===== src/rtl/pptm_pkg.sv =====
// Shared types and default sizing for the propagation-time meter echo timers.
package pptm_pkg;

  typedef enum logic {
    StIdle,
    StArmed
  } ch_state_e;

  localparam int unsigned DefCntW    = 16;
  localparam int unsigned DefTimeout = 1000;

endpackage


===== src/rtl/echo_channel.sv =====
// One echo-timer channel: sent/recv edge detect, IDLE/ARMED window FSM,
// interval counter and last-result register.
module echo_channel
  import pptm_pkg::*;
#(
  parameter int unsigned CNT_W     = DefCntW,
  parameter int unsigned TIMEOUT   = DefTimeout,
  parameter int unsigned RETRIGGER = 0
) (
  input  logic             clk,
  input  logic             rst,
  input  logic             sent_signal,
  input  logic             recieved_signal,
  output logic             enable_delaying,
  output logic             meas_done,
  output logic             meas_timeout,
  output logic [CNT_W-1:0] meas_cycles
);

  localparam logic [CNT_W-1:0] TimeoutVal = CNT_W'(TIMEOUT);
  localparam logic             Retrig     = (RETRIGGER != 0);

  ch_state_e        state_q, state_d;
  logic [CNT_W-1:0] cnt_q, cnt_d;
  logic [CNT_W-1:0] meas_cycles_q, meas_cycles_d;
  logic             enable_q, enable_d;
  logic             done_q, done_d;
  logic             timeout_q, timeout_d;
  logic             sent_prev_q, recv_prev_q;

  logic             sent_edge, recv_edge;
  logic [CNT_W-1:0] cnt_inc;

  assign sent_edge = sent_signal & ~sent_prev_q;
  assign recv_edge = recieved_signal & ~recv_prev_q;
  assign cnt_inc   = cnt_q + CNT_W'(1);

  always_comb begin
    state_d       = state_q;
    cnt_d         = cnt_q;
    meas_cycles_d = meas_cycles_q;
    done_d        = 1'b0;
    timeout_d     = 1'b0;
    unique case (state_q)
      StIdle: begin
        // A sent and recv edge landing together never opens a window.
        if (sent_edge && !recv_edge) begin
          state_d = StArmed;
          cnt_d   = '0;
        end
      end
      StArmed: begin
        cnt_d = cnt_inc;
        if (recv_edge) begin
          state_d       = StIdle;
          cnt_d         = '0;
          meas_cycles_d = cnt_inc;
          done_d        = 1'b1;
        end else if (cnt_inc == TimeoutVal) begin
          state_d   = StIdle;
          cnt_d     = '0;
          timeout_d = 1'b1;
        end else if (sent_edge && Retrig) begin
          cnt_d = '0;
        end
      end
      default: state_d = StIdle;
    endcase
    enable_d = (state_d == StArmed);
  end

  always_ff @(posedge clk) begin
    // Edge history keeps tracking through reset so a held level is not an edge.
    sent_prev_q <= sent_signal;
    recv_prev_q <= recieved_signal;
    if (rst) begin
      state_q       <= StIdle;
      cnt_q         <= '0;
      meas_cycles_q <= '0;
      enable_q      <= 1'b0;
      done_q        <= 1'b0;
      timeout_q     <= 1'b0;
    end else begin
      state_q       <= state_d;
      cnt_q         <= cnt_d;
      meas_cycles_q <= meas_cycles_d;
      enable_q      <= enable_d;
      done_q        <= done_d;
      timeout_q     <= timeout_d;
    end
  end

  assign enable_delaying = enable_q;
  assign meas_done       = done_q;
  assign meas_timeout    = timeout_q;
  assign meas_cycles     = meas_cycles_q;

endmodule


===== src/rtl/multi_channel_echo_timer.sv =====
// N_CH independent echo-timer channels packed onto flat per-channel buses.
module multi_channel_echo_timer
  import pptm_pkg::*;
#(
  parameter int unsigned N_CH      = 4,
  parameter int unsigned CNT_W     = DefCntW,
  parameter int unsigned TIMEOUT   = DefTimeout,
  parameter int unsigned RETRIGGER = 0
) (
  input  logic                  clk,
  input  logic                  rst,
  input  logic [N_CH-1:0]       sent_signal,
  input  logic [N_CH-1:0]       recieved_signal,
  output logic [N_CH-1:0]       enable_delaying,
  output logic [N_CH-1:0]       meas_done,
  output logic [N_CH-1:0]       meas_timeout,
  output logic [N_CH*CNT_W-1:0] meas_cycles
);

  for (genvar i = 0; i < N_CH; i++) begin : g_ch
    echo_channel #(
      .CNT_W     (CNT_W),
      .TIMEOUT   (TIMEOUT),
      .RETRIGGER (RETRIGGER)
    ) u_channel (
      .clk             (clk),
      .rst             (rst),
      .sent_signal     (sent_signal[i]),
      .recieved_signal (recieved_signal[i]),
      .enable_delaying (enable_delaying[i]),
      .meas_done       (meas_done[i]),
      .meas_timeout    (meas_timeout[i]),
      .meas_cycles     (meas_cycles[i*CNT_W +: CNT_W])
    );
  end

endmodule


===== config.mk =====
export PLATFORM = sky130hd
export DESIGN_NAME = multi_channel_echo_timer
export DESIGN_NICKNAME = d
export VERILOG_FILES = /design/src/rtl/pptm_pkg.sv /design/src/rtl/echo_channel.sv /design/src/rtl/multi_channel_echo_timer.sv
export SDC_FILE = /design/constraint.sdc
export NUM_CORES = 1
export LEC_CHECK = 0
export CAP_MARGIN = 25
export CORE_ASPECT_RATIO = 0.6
export CORE_MARGIN = 5
export CORE_UTILIZATION = 64
export CTS_CLUSTER_DIAMETER = 100
export DETAILED_ROUTE_END_ITERATION = 7
export DONT_BUFFER_PORTS = 1
export PLACE_DENSITY = 0.81
export RECOVER_POWER = 25
export SLEW_MARGIN = 20
export SYNTH_ARGS = -nofsm -noshare
export SYNTH_HDL_FRONTEND = slang
export SYNTH_SLANG_ARGS = --single-unit
export TNS_END_PERCENT = 100

===== constraint.sdc =====
create_clock -name clk -period 3.07 [get_ports clk]
set_input_delay 0.614 -clock clk [delete_from_list [all_inputs] [get_ports clk]]
set_output_delay 0.614 -clock clk [all_outputs]
set_load 0.1 [all_outputs]

Word-level counts from Yosys, hierarchy flattened
Cells that the tools add are included.
{"block": "op_classes", "add_sub_neg": 4, "n_eq_ne": 8, "mux": 40, "bitwise_logic": 20, "n_reduce_logical": 20}
{"cell": "$mux W16", "n": 12}
{"cell": "$pmux W16 S2", "n": 4}
{"cell": "$add A16 B1 Y16 const B", "n": 4}
{"cell": "$eq A16 B10 Y1 const B", "n": 4}
{"cell": "$mux W1", "n": 20}
{"cell": "$not A1 Y1", "n": 12}
{"cell": "$reduce_or A3 Y1", "n": 4}
{"cell": "$and A1 B1 Y1", "n": 8}
{"cell": "$ne A2 B1 Y1 const B", "n": 4}
{"cell": "$pmux W1 S2", "n": 4}
{"cell": "$reduce_and A2 Y1", "n": 4}
{"cell": "$reduce_or A2 Y1", "n": 4}
{"cell": "$logic_and A1 B1 Y1", "n": 4}
{"cell": "$logic_not A1 Y1", "n": 4}
{"block": "totals", "reg_bits": 148, "out_inout_bits": 76}

Longest topological paths before layout
{"block": "logic_depth", "ltp_word": 6, "ltp_mapped": 10}

Cells and area by module
Synthesis repeated with hierarchy kept, for this count alone.
{"block": "hier_totals", "cells_unflattened": 916, "hier_area_um2": 7772.5}
{"module": "echo_channel", "n_inst": 4, "cells_each": 229, "area_each_um2": 1943.1, "seq_area_each_um2": 740.7}

Worst setup path after synthesis
Ideal clock, no wire load.
{"block": "synth_path", "kind": "register -> register", "from": "register g_ch[3].u_channel.cnt_q[0]", "to": "register g_ch[3].u_channel.cnt_q[11]", "setup_ns": 0.122, "t_arrival_ns": 2.277, "setup_slack_ns": 0.672, "path_stages_with_launch": 9, "path_buffers": 1, "synth_period_minus_slack_ns": 2.398, "cell_sequence": "dfxtp_1 -> ha_1 -> nand3_2 -> nor4_1 -> xnor2_1 -> nand2_1 -> o31a_1 -> buf_2 -> a221o_1"}
{"block": "synth_between", "elab_chain_len": 5}
{"element": "start, declared", "line": "echo_channel.sv:24", "text": "logic [CNT_W-1:0] cnt_q, cnt_d;"}
{"element": "start signal, assigned", "line": "echo_channel.sv:85", "text": "cnt_q <= cnt_d;"}
{"element": "$add A16 B1 Y16 (*)", "line": "echo_channel.sv:36", "text": "assign cnt_inc = cnt_q + CNT_W'(1);"}
{"element": "$eq A16 B10 Y1", "line": "echo_channel.sv:59", "text": "end else if (cnt_inc == TimeoutVal) begin"}
{"element": "$mux W16 (*)", "line": "echo_channel.sv:59"}
{"element": "$mux W16 (*)", "line": "echo_channel.sv:54", "text": "if (recv_edge) begin"}
{"element": "$pmux W16 S2 (*)", "line": "echo_channel.sv:44", "text": "unique case (state_q)"}
Every way passes the cells marked *; elsewhere a longest branch is shown, timed or not.
A chain may end at the register's enable or synchronous reset.

Final worst setup path
{"block": "layout_path", "from": "register g_ch[1].u_channel.cnt_q[0]", "to": "register g_ch[1].u_channel.cnt_q[3]"}
{"block": "layout_between", "elab_chain_len": 5}
{"element": "start, declared", "line": "echo_channel.sv:24"}
{"element": "start signal, assigned", "line": "echo_channel.sv:85"}
{"element": "$add A16 B1 Y16 (*)", "line": "echo_channel.sv:36"}
{"element": "$eq A16 B10 Y1", "line": "echo_channel.sv:59"}
{"element": "$mux W16 (*)", "line": "echo_channel.sv:59"}
{"element": "$mux W16 (*)", "line": "echo_channel.sv:54"}
{"element": "$pmux W16 S2 (*)", "line": "echo_channel.sv:44"}
Marked as above.

==> summary.md <==
| Metric | Value |
|---|---|
| Run status | `finished clean` |
| Critical path's slowest cell | `nor4_1` |
| IO Port Bufs | `0` |
| GRT Util Overall | `0.252` |
| Max H-tree Level | `4` |
| Sum of routed wire length over all layers | `17.2 mm` |
| Kind of cell adding the most delay to the critical path | `simple AND/OR/NAND/NOR gates` |
| Setup slack on the worst flop-to-flop path | `0.24 ns` |
| Clock slew at the register clock pins of the worst setup and hold paths | `0.06 ns` |
| Combined area of all synthesized cells | `0.00724 mm^2` |
| Rows | `30` |
| Final Hold Viols | `0` |
| Worst reg2reg endpoint | `g_ch[1].u_channel.cnt_q[3]` |
| Sequential power share | `0.485` |
| Number of standard cells after synthesis | `874` |
| Layout filler cell count | `923` |
| Number of max-slew violations in the final report | `0` |
| Proportion of total power due to net switching | `0.245` |
| Start point of the worst min-delay path | `recieved_signal[3]` |
| Area inside the core boundary | `0.0112 mm^2` |
| Worst IR Drop VDD | `0.000474 V` |
| Signal arrival time at the worst endpoint | `3.12 ns` |
| WL/cell | `17.5 um` |
| Number of DRC violations after detailed-routing iteration 0 | `573` |
| Number of iterations in the first detailed-routing pass | `5` |
| Largest clock skew in the final design | `0.00979 ns` |
| Global-route congestion overflow total | `0` |
| Number of design rule violations left after detail routing | `0` |
| Post-Route Hold Slack | `0.220 ns` |
| Chain of cells forming the critical path | `ha_1, nand4_1, nor4_1, xnor2_1, and3b_1, nand4_1, buf_4, nand2_1, o211ai_1` |
| Syn_area_per_cell | `8.29 um^2` |
| Count of buffer and inverter cells on the critical path | `1` |
| Category of the worst setup path launch point | `flip-flop` |
| Critical path fanouts, max | `9` |
| First-pass GRT wire length | `28.3 mm` |
| Largest net degree at the start of global routing | `114` |
| Post-route minimum period | `2.83 ns` |
| EDFF count, synth | `0` |
| Max cap viols | `0` |
| Area of the die | `0.0136 mm^2` |
| Hold buffers post-CTS | `0` |
| Post-synth ARST share | `0` |
| PostCTS Resize Cnt | `0` |
| Post-DRT Antenna Nets | `0` |
| Crit path required time | `3.36 ns` |
| Delay contributed by the slowest stage of the critical path | `0.45 ns` |
| Power per unit of standard cell area | `573 mW/mm^2` |
| Antenna violations before repair | `0` |
| Number of cells on the worst hold path | `0` |
| Die outline height | `92.4 um` |
| Combinational fraction of design power | `0.037` |
| Number of register bits inferred by synthesis | `148` |
| Switching power | `1.08 mW` |
| Synthesized Nets | `889` |
| Hpwl dp | `12.0 mm` |
| RSZ-0062 raised after global routing | `false` |
| Post-synth cell types | `81` |
| Number of cell instances on the worst register-to-register path | `9` |
| Vias in the first global route | `5,698` |
| Clock latency reported for the late side of the worst-skew pair | `0.41 ns` |
| Count of synthesis-stage warnings from yosys | `0` |
| Via-per-instance ratio | `6.25` |
| Timing-limited maximum frequency | `354 MHz` |
| Total of endpoints with negative setup slack in the final report | `0` |
| Setup Fix Bufs, Post-CTS | `0` |
| Share of final-layout standard cells stronger than drive strength 1 | `0.0819` |
| Critical path class | `flip-flop to flip-flop` |
| Most common cell on crit path | `nand4_1` |
| Initial Util | `0.648` |
| Ports | `86` |
| Count of clock tree sinks | `148` |
| Tightest Pin Transition | `1.34 ns` |
| Critical Path End Type | `flip-flop` |
| Die Span X | `147 um` |
| Syn-to-layout area delta | `6.27%` |
| Clock tree from TritonCTS | `yes` |
| Total vias in the final route | `6,162` |
| Hold worst-path end | `g_ch[3].u_channel.recv_prev_q` |
| Buffer depth of the longest clock path | `2` |
| Standby leakage power | `2.53 nW` |
| Kind of path behind the tightest hold check | `input pin to flip-flop` |
| P_int | `3.33 mW` |
| Worst rel slew slack | `0.108` |
| Primary FF master, synth | `dfxtp_1` |
| CTS buffer count | `17` |
| Sequential area share after synthesis | `0.409` |
| Final estimated routing congestion in global placement | `0.924` |
| Setup TNS | `0 ns` |
| Final cycle utilization of the critical path | `0.921` |
| Clock root cell | `clkbuf_16` |
| Proportion of power drawn by the clock network | `0.478` |
| Start of the worst register-to-register path | `g_ch[1].u_channel.cnt_q[0]` |
| Total inserted antenna cells | `0` |
| Total Nets Final | `844` |
## stage by stage
step	power [mW]	util	area [um^2]	cells	setup slack [ns]
3_5_place_dp	2.34	0.635	7110	953	0.306
6_report	4.41	0.688	7700	986	0.242
2_1_floorplan	2.32	-	7240	874	0.672
3_3_place_gp	2.34	0.635	7110	953	0.488
5_1_grt	4.56	0.688	7700	986	0.00523
4_1_cts	4.43	0.690	7720	985	0.292
## kinds of logic after synthesis
| logic type | count (synthesis) | share of synthesized area |
|---|---|---|
| DFF | 148 | 0.409 |
| xor gates and xnor gates | 54 | 0.0653 |
| buffers and inverters | 93 | 0.0641 |
| AOI/OAI and AO/OA | 176 | 0.162 |
| and+or+nand+nor | 389 | 0.277 |
| adders and majority gates | 5 | 0.00864 |
| muxes | 9 | 0.0135 |
## registers in the layout, summed over array words and instances (netlist names)
register                     count
g_ch.u_channel.meas_cycles      64
g_ch.u_channel.meas_timeout      4
g_ch.u_channel.cnt_q            64
g_ch.u_channel.state_q           4
g_ch.u_channel.meas_done         4
g_ch.u_channel.sent_prev_q       4
g_ch.u_channel.recv_prev_q       4
## cells in the final DEF (no fill, tap or decap), drive strengths merged, types with 9 or more instances in the layout
cell type  synthesis  routed
and3              11      11
inv               17      17
nor2             143     143
a211oi            51      51
nand4             22      22
nand2             72      72
or3                9       9
a31oi             16      16
xnor2             38      38
nor2b             13      13
a21oi             42      42
o21ai             31      31
and2              11      11
clkbuf            35      32
nand3             32      32
nor3              27      27
nor4              14      14
xor2              16      16
dfxtp            148     148
## per-layer routing
layer / wire (um) / vias to the layer above / share of wire / track usage
met5: 0 / - / 0 / 0
met4: 197 / 0 / 0.011 / 0.0729
met3: 1040 / 22 / 0.060 / 0.0709
met2: 7880 / 202 / 0.46 / 0.392
li1: - / 2984 / - / -
met1: 8130 / 2954 / 0.47 / 0.344
## power groups by stage
stage	Combinational (mW)	Sequential, mW	Clock, mW
after floorplan	0.156	2.17	0
after global routing	0.176	2.14	2.24
final	0.162	2.14	2.11
after global placement	0.157	2.18	0
after CTS	0.164	2.14	2.13
after detailed placement	0.163	2.18	0
## layout make-up
class                           count  area, um^2  area share
Clock buffer                       25         515      0.0670
Clock inverter                      7        93.8      0.0122
Inverter                           17        63.8     0.00829
Multi-Input combinational cell    633        3820       0.496
Sequential cell                   148        2960       0.385
Tap cell                          144         180      0.0234
Timing Repair Buffer               12        65.1     0.00845
## how the worst max path moves through the flow
stage          cells past startpoint                          end                       start  slack [ns]
2_1_floorplan                      8  g_ch[3].u_channel.cnt_q[11]  g_ch[3].u_channel.cnt_q[0]        0.67
3_3_place_gp                       8  g_ch[0].u_channel.cnt_q[10]  g_ch[0].u_channel.cnt_q[0]        0.49
3_5_place_dp                       9   g_ch[1].u_channel.cnt_q[4]  g_ch[1].u_channel.cnt_q[0]        0.31
4_1_cts                            9   g_ch[1].u_channel.cnt_q[3]  g_ch[1].u_channel.cnt_q[0]        0.29
6_report                           9   g_ch[1].u_channel.cnt_q[3]  g_ch[1].u_channel.cnt_q[0]        0.24
5_1_grt                            9   g_ch[1].u_channel.cnt_q[2]  g_ch[1].u_channel.cnt_q[0]       0.005
## cells in the mapped netlist, types with 7 or more instances
cell type    n  area, um^2
xor2_1      16         140
dfxtp_1    148        2960
o21ai_0     24         120
nor4_1      11        68.8
nand2b_1     7        43.8
buf_2       15        75.1
and3_1      10        62.6
a21oi_1     42         210
nor2b_1     13        81.3
xnor2_1     38         333
o21ai_1      7        35.0
inv_1       17        63.8
a211oi_1    51         383
and2_1      10        62.6
clkbuf_1    32         120
or3_1        8        50.1
a31oi_1     16         100
nor3_1      23         115
nand3_1     29         145
buf_4       16         120
nand4_1     19         119
nand2_1     72         270
nor2_1     141         529
No activity file was read; power rests on OpenSTA's default activity.
